`src/rtl/alu_operand_stage.sv`:
```
// alu_operand_stage: operand-fetch / writeback stage wrapped around the 8-bit ALU.
//
// Holds the register file and the condition bit (CB). It accepts instructions over a
// valid/ready handshake and registers their operands into the EX register that drives
// the ALU. At retire it writes the ALU result back, or latches the ALU zero flag into
// CB for slt/seq. When a dependent instruction issues in the same cycle, the in-flight
// result is forwarded to it.
//
// Optional build macro: ALU_OPSTAGE_R0_ZERO_EN
//   Defined   -> register 0 reads as zero on the operand and debug paths, writes to
//                rd=0 are dropped, and forwarding never matches rd=0.
//   Undefined -> register 0 is an ordinary writable register.

module alu_operand_stage #(
    parameter  int NREGS = 8,
    parameter  int DW    = 8,
    localparam int SW    = $clog2(NREGS)
) (
    input  logic          clk_i,
    input  logic          rst_n_i,
    input  logic          issue_valid_i,
    output logic          issue_ready_o,
    input  logic [2:0]    issue_op_i,
    input  logic [SW-1:0] rs_sel_i,
    input  logic [SW-1:0] rt_sel_i,
    input  logic [SW-1:0] rd_sel_i,
    input  logic          wb_en_i,
    input  logic          stall_i,
    output logic          ex_valid_o,
    output logic [2:0]    ex_opcode_o,
    output logic [DW-1:0] ex_rs_o,
    output logic [DW-1:0] ex_rt_o,
    input  logic [DW-1:0] alu_result_i,
    input  logic          alu_zero_i,
    output logic          cb_o,
    input  logic [SW-1:0] dbg_sel_i,
    output logic [DW-1:0] dbg_data_o
);

    // Compare opcodes update CB rather than the register file.
    localparam logic [2:0] OP_SLT = 3'b101;
    localparam logic [2:0] OP_SEQ = 3'b111;

    // Architectural state.
    logic [DW-1:0] r_regs [NREGS];
    logic          r_cb;

    // EX pipeline register.
    logic          r_ex_valid;
    logic [2:0]    r_ex_opcode;
    logic [SW-1:0] r_ex_rd;
    logic          r_ex_wb_en;
    logic [DW-1:0] r_ex_rs;
    logic [DW-1:0] r_ex_rt;

    // Handshake and retire qualifiers.
    logic          w_accept;
    logic          w_retire;
    logic          w_ex_is_cmp;
    logic          w_ex_writes;

    // Operand paths.
    logic [DW-1:0] w_rs_rf;
    logic [DW-1:0] w_rt_rf;
    logic [DW-1:0] w_rs_op;
    logic [DW-1:0] w_rt_op;
    logic [DW-1:0] w_dbg;

    // The stage can take a new instruction whenever EX is empty or is leaving this cycle.
    assign issue_ready_o = !r_ex_valid || !stall_i;
    assign w_accept      = issue_valid_i && issue_ready_o;
    assign w_retire      = r_ex_valid && !stall_i;
    assign w_ex_is_cmp   = (r_ex_opcode == OP_SLT) || (r_ex_opcode == OP_SEQ);

    // A retiring instruction writes the register file only if it is a non-compare
    // opcode with wb_en set; the same qualifier gates forwarding.
`ifdef ALU_OPSTAGE_R0_ZERO_EN
    assign w_ex_writes = w_retire && r_ex_wb_en && !w_ex_is_cmp && (r_ex_rd != '0);
`else
    assign w_ex_writes = w_retire && r_ex_wb_en && !w_ex_is_cmp;
`endif

    // Combinational register-file reads for both operands and the debug port.
    always_comb begin
        // NOTE: every output of a combinational block gets a value before any condition
        // can skip it; a path that leaves one unassigned would infer a latch.
        w_rs_rf = r_regs[rs_sel_i];
        w_rt_rf = r_regs[rt_sel_i];
        w_dbg   = r_regs[dbg_sel_i];
`ifdef ALU_OPSTAGE_R0_ZERO_EN
        if (rs_sel_i == '0) w_rs_rf = '0;
        if (rt_sel_i == '0) w_rt_rf = '0;
        if (dbg_sel_i == '0) w_dbg = '0;
`endif
    end

    // Forward the retiring result to each source independently when its select hits rd.
    always_comb begin
        w_rs_op = w_rs_rf;
        w_rt_op = w_rt_rf;
        if (w_ex_writes && (rs_sel_i == r_ex_rd)) w_rs_op = alu_result_i;
        if (w_ex_writes && (rt_sel_i == r_ex_rd)) w_rt_op = alu_result_i;
    end

    // Debug read shows committed state only; forwarding is deliberately bypassed.
    assign dbg_data_o = w_dbg;

    // Register file: cleared on reset, written at the retire edge.
    always_ff @(posedge clk_i) begin
        if (!rst_n_i) begin
            // NOTE: the register file is an array, yet it is cleared here because every
            // architectural register must read zero after reset; this keeps it in flops
            // rather than a RAM macro, which is acceptable at 8x8 bits.
            for (int i = 0; i < NREGS; i++) begin
                r_regs[i] <= '0;
            end
        end else if (w_ex_writes) begin
            // NOTE: state is updated with non-blocking assignments so every flop samples
            // the pre-edge values, independent of statement order.
            r_regs[r_ex_rd] <= alu_result_i;
        end
    end

    // EX register: load on accept, empty on retire without accept, hold while stalled.
    always_ff @(posedge clk_i) begin
        if (!rst_n_i) begin
            r_ex_valid  <= 1'b0;
            r_ex_opcode <= '0;
            r_ex_rd     <= '0;
            r_ex_wb_en  <= 1'b0;
            r_ex_rs     <= '0;
            r_ex_rt     <= '0;
        end else if (w_accept) begin
            r_ex_valid  <= 1'b1;
            r_ex_opcode <= issue_op_i;
            r_ex_rd     <= rd_sel_i;
            r_ex_wb_en  <= wb_en_i;
            r_ex_rs     <= w_rs_op;
            r_ex_rt     <= w_rt_op;
        end else if (w_retire) begin
            r_ex_valid  <= 1'b0;
        end
    end

    // Condition bit: latch the ALU zero flag when a compare retires, whatever wb_en says.
    always_ff @(posedge clk_i) begin
        if (!rst_n_i) begin
            r_cb <= 1'b0;
        end else if (w_retire && w_ex_is_cmp) begin
            r_cb <= alu_zero_i;
        end
    end

    assign ex_valid_o  = r_ex_valid;
    assign ex_opcode_o = r_ex_opcode;
    assign ex_rs_o     = r_ex_rs;
    assign ex_rt_o     = r_ex_rt;
    assign cb_o        = r_cb;

endmodule

```
`config.mk`:
```
export PLATFORM = sky130hd
export DESIGN_NAME = alu_operand_stage
export DESIGN_NICKNAME = d
export VERILOG_FILES = /design/src/rtl/alu_operand_stage.sv
export SDC_FILE = /design/constraint.sdc
export NUM_CORES = 1
export LEC_CHECK = 0
export CAP_MARGIN = 30
export CORE_ASPECT_RATIO = 1.2
export CORE_MARGIN = 5
export CORE_UTILIZATION = 50
export CTS_CLUSTER_DIAMETER = 50
export DETAILED_ROUTE_END_ITERATION = 7
export PLACE_DENSITY = 0.83
export SLEW_MARGIN = 25
export SYNTH_ARGS = -nofsm -noshare
export SYNTH_HDL_FRONTEND = slang
export SYNTH_SLANG_ARGS = --single-unit
```
`constraint.sdc`:
```
create_clock -name clk_i -period 3.4 [get_ports clk_i]
set_input_delay 0.85 -clock clk_i [delete_from_list [all_inputs] [get_ports clk_i]]
set_output_delay 0.85 -clock clk_i [all_outputs]
set_load 0.01 [all_outputs]
```
==> impl_metrics.ini, run 1 <==
[setup_path]
crit_required_ps = 2550
critPathMaxFanout = 8
worst_r2r_path_depth = 4
crit_path_end = dbg_data_o[4]
worstSetupPathType = input port to output pin
regToRegEndpoint = r_regs[2][7]$_SDFFCE_PN0P_
crit_arrival_ps = 2450
worstSetupStartpoint = dbg_sel_i[0]
r2r_slack_ps = 1340
cp-end-kind = output pin
crit_path_max_incr_delay_ps = 500
startpoint_type = input port
r2r_start = ex_valid_o$_SDFFE_PN0P_
cp_slowest_cell = mux4_2
crit_chain = clkdlybuf4s15_2, bufbuf_16, mux4_2, mux2_2, dlygate4sd2_1

[pwr]
ir_worst_vdd_mv = 0.2204
p_per_area_nw_per_um2 = 413.8
total_power_mw = 2.605
pwr-share-comb_pct = 14.4
p_sw_uw = 635.0
p_leak_nw = 2.370
power_frac_clock_pct = 37.8
intPower_mw = 1.970
seq_power_share_pct = 47.8
switching_share_pct = 24.38

[placement]
dp_hpwl_um = 9793
placed_area_sq_um = 5982
port_buffers = 58
dp_cells = 549
pre_cts_ws_ps = -312.8
gp_congestion = 0.8944

[cts]
clkTransAtPathRegs_ps = 60
htree_levels = 3
ctsRootBufferMaster = clkbuf_16
clockBufferDepth = 2
cts_tree = done
insertion_delay_ps = 350
cts_buffers = 9
clock_sinks = 89

[timing]
max_freq_mhz = 303.2
setup_viol = 0
setup-tns-final_ps = 0
worst_pin_slew_ps = 733.0
worst_slack_ps = 101.7
fin_skew_ps = 7.057
finalHoldViolations = 0
max_slew_margin_pct = 51.07
finalMaxSlewViolations = 0
rsz0062_at_grt = false
period_share_pct = 97.01
min_period_ps = 3298

[route]
route.detailed.drc = 0
vias_per_cell = 6.449
wl_per_cell_um = 23.46
dr.first_iter.drc_count = 346
antenna_left = 0
wirelength_um = 13280
first_pass_iters = 5
num_vias = 3650

[synth]
postSynthAreaPerCell_sq_um = 13.92
ys_seq_area_share_pct = 46.65
synth-async-reset-ratio_pct = 0
ys_ff_latch = 89
syn_area_sq_um = 5192
synth-edff-count = 64
syn_nets = 402
synth_flop_cell = edfxtp_1
synth_cells = 373
synth.distinct_cells = 31
ys_warn_count = 0

[layout]
drive_gt1_share_pct = 24.09
layout_commonest_cell = and2_1
final_cell_mix = and2_1 (66), edfxtp_1 (64), clkdlybuf4s50_1 (49), mux4_2 (48), dfxtp_1 (25)
area_growth_syn_to_layout_pct = 21.23
fin_nets = 464
stdcell_area_sq_um = 6295
final_cells = 566
antenna_cells = 0

[die]
start_util_pct = 51.36
die_x_um = 103.0
io_pins = 59
rows = 40
die_h_um = 121.6
fp.dieArea_sq_um = 12530
coreArea_sq_um = 10110

[global_routing]
grt_pass1_wl_um = 20520
track_usage_pct = 22.15
grt_max_degree = 44
overflow = 0
grt_antenna_before_repair = 0
grt_pass1_vias = 3791

[hold_path]
hold_class = register to register

[run]
max_cap_viol_count = 0

[run_status]
status = complete, no violations
## how the worst min path moves through the flow
| stage | from | to | slack [ps] | cells past startpoint |
|---|---|---|---|---|
| after global routing | ex_opcode_o[1]$_SDFFE_PN0P_ | ex_opcode_o[1]$_SDFFE_PN0P_ | 510 | 2 |
| final | ex_opcode_o[1]$_SDFFE_PN0P_ | ex_opcode_o[1]$_SDFFE_PN0P_ | 470 | 2 |
| after global placement | ex_opcode_o[1]$_SDFFE_PN0P_ | ex_opcode_o[1]$_SDFFE_PN0P_ | 450 | 2 |
| after CTS | ex_opcode_o[1]$_SDFFE_PN0P_ | ex_opcode_o[1]$_SDFFE_PN0P_ | 470 | 2 |
| after floorplan | r_ex_wb_en$_SDFFE_PN0P_ | r_ex_wb_en$_SDFFE_PN0P_ | 490 | 2 |
| after detailed placement | ex_opcode_o[1]$_SDFFE_PN0P_ | ex_opcode_o[1]$_SDFFE_PN0P_ | 470 | 2 |
## critical path, delay by kind of cell
family / cells / cell delay [ps]
buf+inv: 3 / 800
mux: 2 / 790
## routing by layer
metal | share of wire, % | global-route usage (%) | wire length (um) | vias to the layer above
li1 | - | - | - | 1581
met1 | 35 | 26.41 | 4709 | 1813
met2 | 54 | 38.84 | 7110 | 220
met3 | 8.2 | 3.494 | 1091 | 36
met4 | 2.8 | 9.960 | 370 | 0
met5 | 0 | 0 | 0 | -
## metrics by stage
step | hold WS [ps] | util, %
4_1_cts | 475.0 | 62.26
2_1_floorplan | 486.7 | -
5_1_grt | 512.2 | 62.26
3_5_place_dp | 466.7 | 59.17
6_report | 473.8 | 62.26
3_3_place_gp | 454.9 | 59.17
## kinds of logic after synthesis
kind of cell | share of synthesized area [%]
DFF | 46.65
buffers and inverters | 2.988
muxes | 25.83
and+or+nand+nor | 17.83
xor gates and xnor gates | 1.012
AOI/OAI and AO/OA | 5.687
## synthesized netlist by cell type, types with 2 or more instances
cell,count,area [sq um]
a31oi_1,16,100.1
edfxtp_1,64,1922
mux2i_1,17,170.2
buf_4,7,52.55
and3_1,24,150.1
buf_2,9,45.04
and2_1,66,412.9
nor3_2,3,30.03
buf_1,2,7.510
o31ai_1,16,120.1
dfxtp_1,25,500.5
mux4_2,48,1081
clkbuf_1,11,41.29
mux2_2,8,90.09
xor2_1,6,52.55
a21boi_0,7,52.55
nor4b_4,4,95.09
nand2b_1,8,50.05
nor4_4,2,42.54
nor2b_1,2,12.51
nand2_1,18,67.56
## sequential cells by signal, summed over array words and instances, names as in the netlist
signal	cells
r_regs	64
ex_rs_o	8
ex_rt_o	8
ex_opcode_o	3
r_ex_rd	3
cb_o	1
ex_valid_o	1
r_ex_wb_en	1
## power groups by stage
stage	clock [mW]	sequential (mW)	combinational, mW
floorplan	0	1.25	0.222
global route	1.03	1.25	0.398
finish	0.984	1.25	0.375
global placement	0	1.26	0.364
CTS	0.982	1.24	0.374
detailed placement	0	1.27	0.374
## what timing repair did
| action | 4_1_cts | 5_1_grt |
|---|---|---|
| resized for setup | 11 | 0 |
| setup endpoints to repair | 8 | 0 |
| endpoints found under the hold margin | 0 | 0 |
| setup buffers | 0 | 0 |
| hold buffers | 0 | 0 |
## layout make-up
cell class,count,area (sq um)
inverter,1,3.754
sequential,89,2422
multi-input combinational,253,2615
tap,126,157.7
clock buffer,11,232.7
timing repair buffer,81,807.0
fill,751,3815
clock inverter,5,56.30
Power figures use the tool's default switching activity.
==> inputs of run 2 (changes only) <==
- PLACE_DENSITY: 0.83 -> 0.8
==> impl_metrics.ini, run 2 (synthesized netlist as in run 1, its figures left out) <==
[run_status]
status = complete, no violations

[timing]
min_period_ps = 3287
finalHoldViolations = 0
timing.hold.ws_ps = 465.7
fin_skew_ps = 5.556
max_slew_margin_pct = 50.54
rsz0062_at_grt = false
period_share_pct = 96.67
worst_pin_slew_ps = 740.8
finalMaxSlewViolations = 0
max_freq_mhz = 304.3
setup_viol = 0

[pwr]
p_per_area_nw_per_um2 = 400.7
p_leak_nw = 2.369
ir_worst_vdd_mv = 0.3083

[layout]
fin_nets = 465
antenna_cells = 0
nFillCells = 758
drive_gt1_share_pct = 24.26
regMostFlops = r_regs
largest_reg_flops = 64
final_cell_mix = and2_1 (66), edfxtp_1 (64), clkdlybuf4s50_1 (49), mux4_2 (48), dfxtp_1 (25)
stdcell_area_sq_um = 6279
area_growth_syn_to_layout_pct = 20.92
layout_commonest_cell = and2_1
final_core_utilization_pct = 62.10

[setup_path]
r2r_start = r_ex_rd[0]$_SDFFE_PN0P_
crit_required_ps = 2550
r2r_slack_ps = 1360
startpoint_type = input port
worst_r2r_path_depth = 4
worstSetupPathType = input port to output pin
cp-end-kind = output pin
critPathMaxFanout = 8
crit_arrival_ps = 2440
regToRegEndpoint = ex_rs_o[3]$_SDFFE_PN0P_

[global_routing]
grt_util_met2_pct = 38.32
busiest_layer = met2
grt_antenna_before_repair = 0
grtUsageMet3_pct = 3.093
grt_max_degree = 44
grt_pass1_wl_um = 20470
use_met1_pct = 27.15
track_usage_pct = 21.85
overflow = 0
grt_pass1_vias = 3698

[cts]
insertion_delay_ps = 350
cts_hold_buf = 0
clockBufferDepth = 2
htree_levels = 3
clock_sinks = 89
cts_tree = done
clkTransAtPathRegs_ps = 60
cts_buffers = 9
ctsRootBufferMaster = clkbuf_16

[route]
antenna_left = 0
vias_per_cell = 6.229
route.detailed.drc = 0
first_pass_iters = 6
wirelength_um = 12630
dr.first_iter.drc_count = 307
wl_per_cell_um = 22.28
num_vias = 3532

[die]
start_util_pct = 51.36
io_pins = 59
rows = 40
die_h_um = 121.6
coreArea_sq_um = 10110
fp.dieArea_sq_um = 12530
die_x_um = 103.0

[placement]
gp_congestion = 0.9415
placed_area_sq_um = 5989
dp_hpwl_um = 9654
port_buffers = 58

[hold_path]
hold_depth = 2
hp-start = ex_opcode_o[1]$_SDFFE_PN0P_
whs_endpoint = ex_opcode_o[1]$_SDFFE_PN0P_
hold_class = register to register

[run]
max_cap_viol_count = 0
run 2: changes by cell type in the layout (fill, tap and decap cells not counted):
cell and change:
buf_4 +1, bufinv_16 -1, clkinv_2 +1, clkinv_4 +1
clkinvlp_4 -1
run 2: worst max path at each step:
stage | startpoint | endpoint
2_1_floorplan | dbg_sel_i[0] | dbg_data_o[0]
6_report | dbg_sel_i[0] | dbg_data_o[3]
3_5_place_dp | dbg_sel_i[0] | dbg_data_o[1]
5_1_grt | dbg_sel_i[0] | dbg_data_o[3]
4_1_cts | dbg_sel_i[0] | dbg_data_o[3]
3_3_place_gp | dbg_sel_i[0] | dbg_data_o[1]
run 2: worst max-delay path, stage by stage:
cell and delay (ps):
clkdlybuf4s15_2 220, bufbuf_16 300, mux4_2 500, mux2_2 280
dlygate4sd2_1 290
run 2: area by class of cell:
type / count / area (sq um) / share of cell area [%]
clock buffers: 11 / 232.7 / 3.707
flip-flops and latches: 89 / 2422 / 38.58
multi-input cells: 253 / 2615 / 41.65
inverters: 1 / 3.754 / 0.05978
clock inverters: 5 / 32.53 / 0.5181
repair buffers: 82 / 814.5 / 12.97
well taps: 126 / 157.7 / 2.511
run 2: layer usage:
layer,routed length (um),up-vias
met4,259,0
met1,4669,1768
met3,783,22
li1,-,1583
met5,0,-
met2,6920,159
run 2: timing repair:
item                                    CTS  global route
endpoints found under the setup margin    8             0
gates resized for setup                  11             0
setup buffers                             0             0
run 2: metrics by stage:
stage / instances / TNS [ps] / setup slack [ps] / total power [mW]
3_5_place_dp: 550 / -2317 / -301.1 / 1.641
2_1_floorplan: 373 / 0 / 365.3 / 1.475
4_1_cts: 567 / 0 / 106.3 / 2.524
5_1_grt: 567 / 0 / 77.86 / 2.607
3_3_place_gp: 550 / -2109 / -282.8 / 1.628
6_report: 567 / 0 / 113.3 / 2.516
run 2: power by group:
group | switching (mW) | internal [mW]
Sequential | 0.0411 | 1.20
Clock | 0.406 | 0.493
Combinational | 0.173 | 0.199
Total | 0.620 | 1.90
==> inputs of run 3 (changes only) <==
- SETUP_SLACK_MARGIN: not set -> 0.2
==> impl_metrics.ini, run 3 (synthesized netlist as in run 1, its figures left out) <==
[run_status]
status = complete, no violations

[pwr]
p_per_area_nw_per_um2 = 400.5
switching_share_pct = 24.76
power_frac_clock_pct = 35.7
pwr-share-comb_pct = 14.9
p_leak_nw = 2.382
p_sw_uw = 624.5
ir_worst_vdd_mv = 0.3090
intPower_mw = 1.898
seq_power_share_pct = 49.4

[setup_path]
cp_slowest_cell = bufbuf_16
startpoint_type = input port
cp-end-kind = output pin
r2r_slack_ps = 1360
regToRegEndpoint = ex_rs_o[4]$_SDFFE_PN0P_
crit_path_end = dbg_data_o[4]
worstSetupStartpoint = dbg_sel_i[1]
path_common_cell = dlygate4sd2_1
crit_required_ps = 2550
worst_r2r_path_depth = 4
worstSetupPathType = input port to output pin
r2r_start = r_ex_rd[0]$_SDFFE_PN0P_
crit_chain = dlygate4sd2_1, bufbuf_16, mux4_2, mux2_2, dlygate4sd2_1
critPathMaxFanout = 8
crit_arrival_ps = 2300
crit_path_max_incr_delay_ps = 300

[global_routing]
grt_max_degree = 44
overflow = 0
track_usage_pct = 22.03
grt_pass1_vias = 3725
grt_pass1_wl_um = 20600
grt_antenna_before_repair = 0

[layout]
regMostFlops = r_regs
antenna_cells = 0
area_growth_syn_to_layout_pct = 21.30
layout_commonest_cell = and2_1
drive_gt1_share_pct = 24.43
nFillCells = 758
fin_nets = 466
stdcell_area_sq_um = 6299
largest_reg_flops = 64
final_cell_mix = and2_1 (66), edfxtp_1 (64), mux4_2 (48), clkdlybuf4s50_1 (48), dfxtp_1 (25)

[die]
io_pins = 59
die_h_um = 121.6
die_x_um = 103.0
coreArea_sq_um = 10110
start_util_pct = 51.36
rows = 40
fp.dieArea_sq_um = 12530

[timing]
fin_skew_ps = 5.628
rsz0062_at_grt = false
max_freq_mhz = 318.0
finalHoldViolations = 0
finalMaxSlewViolations = 0
worst_pin_slew_ps = 730.8
period_share_pct = 92.50
setup_viol = 0
timing.hold.ws_ps = 465.4
min_period_ps = 3145
max_slew_margin_pct = 51.21

[cts]
cts_hold_buf = 0
cts_setup_buffers = 0
clkTransAtPathRegs_ps = 60
clockBufferDepth = 2
ctsRootBufferMaster = clkbuf_16
insertion_delay_ps = 350
post_cts_resized = 15
cts_buffers = 9
clock_sinks = 89
htree_levels = 3
cts_tree = done

[route]
route.detailed.drc = 0
wirelength_um = 12870
wl_per_cell_um = 22.66
first_pass_iters = 5
dr.first_iter.drc_count = 304
antenna_left = 0
vias_per_cell = 6.352
num_vias = 3608

[placement]
placed_area_sq_um = 5989
gp_congestion = 0.9415
port_buffers = 58
dp_hpwl_um = 9654

[run]
max_cap_viol_count = 0

[hold_path]
hold_class = register to register
run 3: cell types whose count changed in the layout (fill, tap and decap cells not counted):
cell and change:
clkdlybuf4s15_2 -1, dlygate4sd2_1 +1, buf_2 +1, clkdlybuf4s50_1 -1, buf_16 +1
run 3: power groups by stage:
stage / Combinational [mW] / Clock (mW) / Sequential [mW]
after floorplan: 0.222 / 0 / 1.25
after global placement: 0.365 / 0 / 1.26
after detailed placement: 0.374 / 0 / 1.27
after CTS: 0.376 / 0.907 / 1.24
after global routing: 0.401 / 0.962 / 1.25
final: 0.376 / 0.900 / 1.25
run 3: metal layers:
layer / global-route usage, % / vias up / wire [um]
li1: - / 1584 / -
met1: 26.76 / 1814 / 4655
met2: 38.68 / 179 / 7033
met3: 3.207 / 31 / 876
met4: 9.150 / 0 / 306
met5: 0 / - / 0
run 3: critical path, delay by kind of cell:
kind     cells  cell delay [ps]
buf+inv      3              870
mux          2              560
run 3: area by class of cell:
| cell class | count | area, sq um | area share (%) |
|---|---|---|---|
| Inverter | 1 | 3.754 | 0.05959 |
| Tap cell | 126 | 157.7 | 2.503 |
| Sequential cell | 89 | 2422 | 38.46 |
| Clock buffer | 11 | 232.7 | 3.695 |
| Multi-Input combinational cell | 253 | 2615 | 41.52 |
| Clock inverter | 5 | 32.53 | 0.5165 |
| Timing Repair Buffer | 83 | 834.6 | 13.25 |
run 3: through the flow:
step | worst slack, ps | TNS [ps] | util, % | total power, mW | cells
after CTS | 250.1 | 0 | 62.30 | 2.528 | 568
final | 254.9 | 0 | 62.30 | 2.522 | 568
after floorplan | 365.3 | 0 | - | 1.475 | 373
after global routing | 225.3 | 0 | 62.30 | 2.612 | 568
after global placement | -282.8 | -2109 | 59.25 | 1.628 | 550
after detailed placement | -301.1 | -2317 | 59.25 | 1.641 | 550
run 3: worst min-delay path by stage:
stage               slack (ps)                         from  cells past startpoint                     endpoint
floorplan                  490      r_ex_wb_en$_SDFFE_PN0P_                      2      r_ex_wb_en$_SDFFE_PN0P_
global placement           450  ex_opcode_o[1]$_SDFFE_PN0P_                      2  ex_opcode_o[1]$_SDFFE_PN0P_
detailed placement         460  ex_opcode_o[1]$_SDFFE_PN0P_                      2  ex_opcode_o[1]$_SDFFE_PN0P_
CTS                        470  ex_opcode_o[1]$_SDFFE_PN0P_                      2  ex_opcode_o[1]$_SDFFE_PN0P_
global route               510  ex_opcode_o[1]$_SDFFE_PN0P_                      2  ex_opcode_o[1]$_SDFFE_PN0P_
finish                     470  ex_opcode_o[1]$_SDFFE_PN0P_                      2  ex_opcode_o[1]$_SDFFE_PN0P_
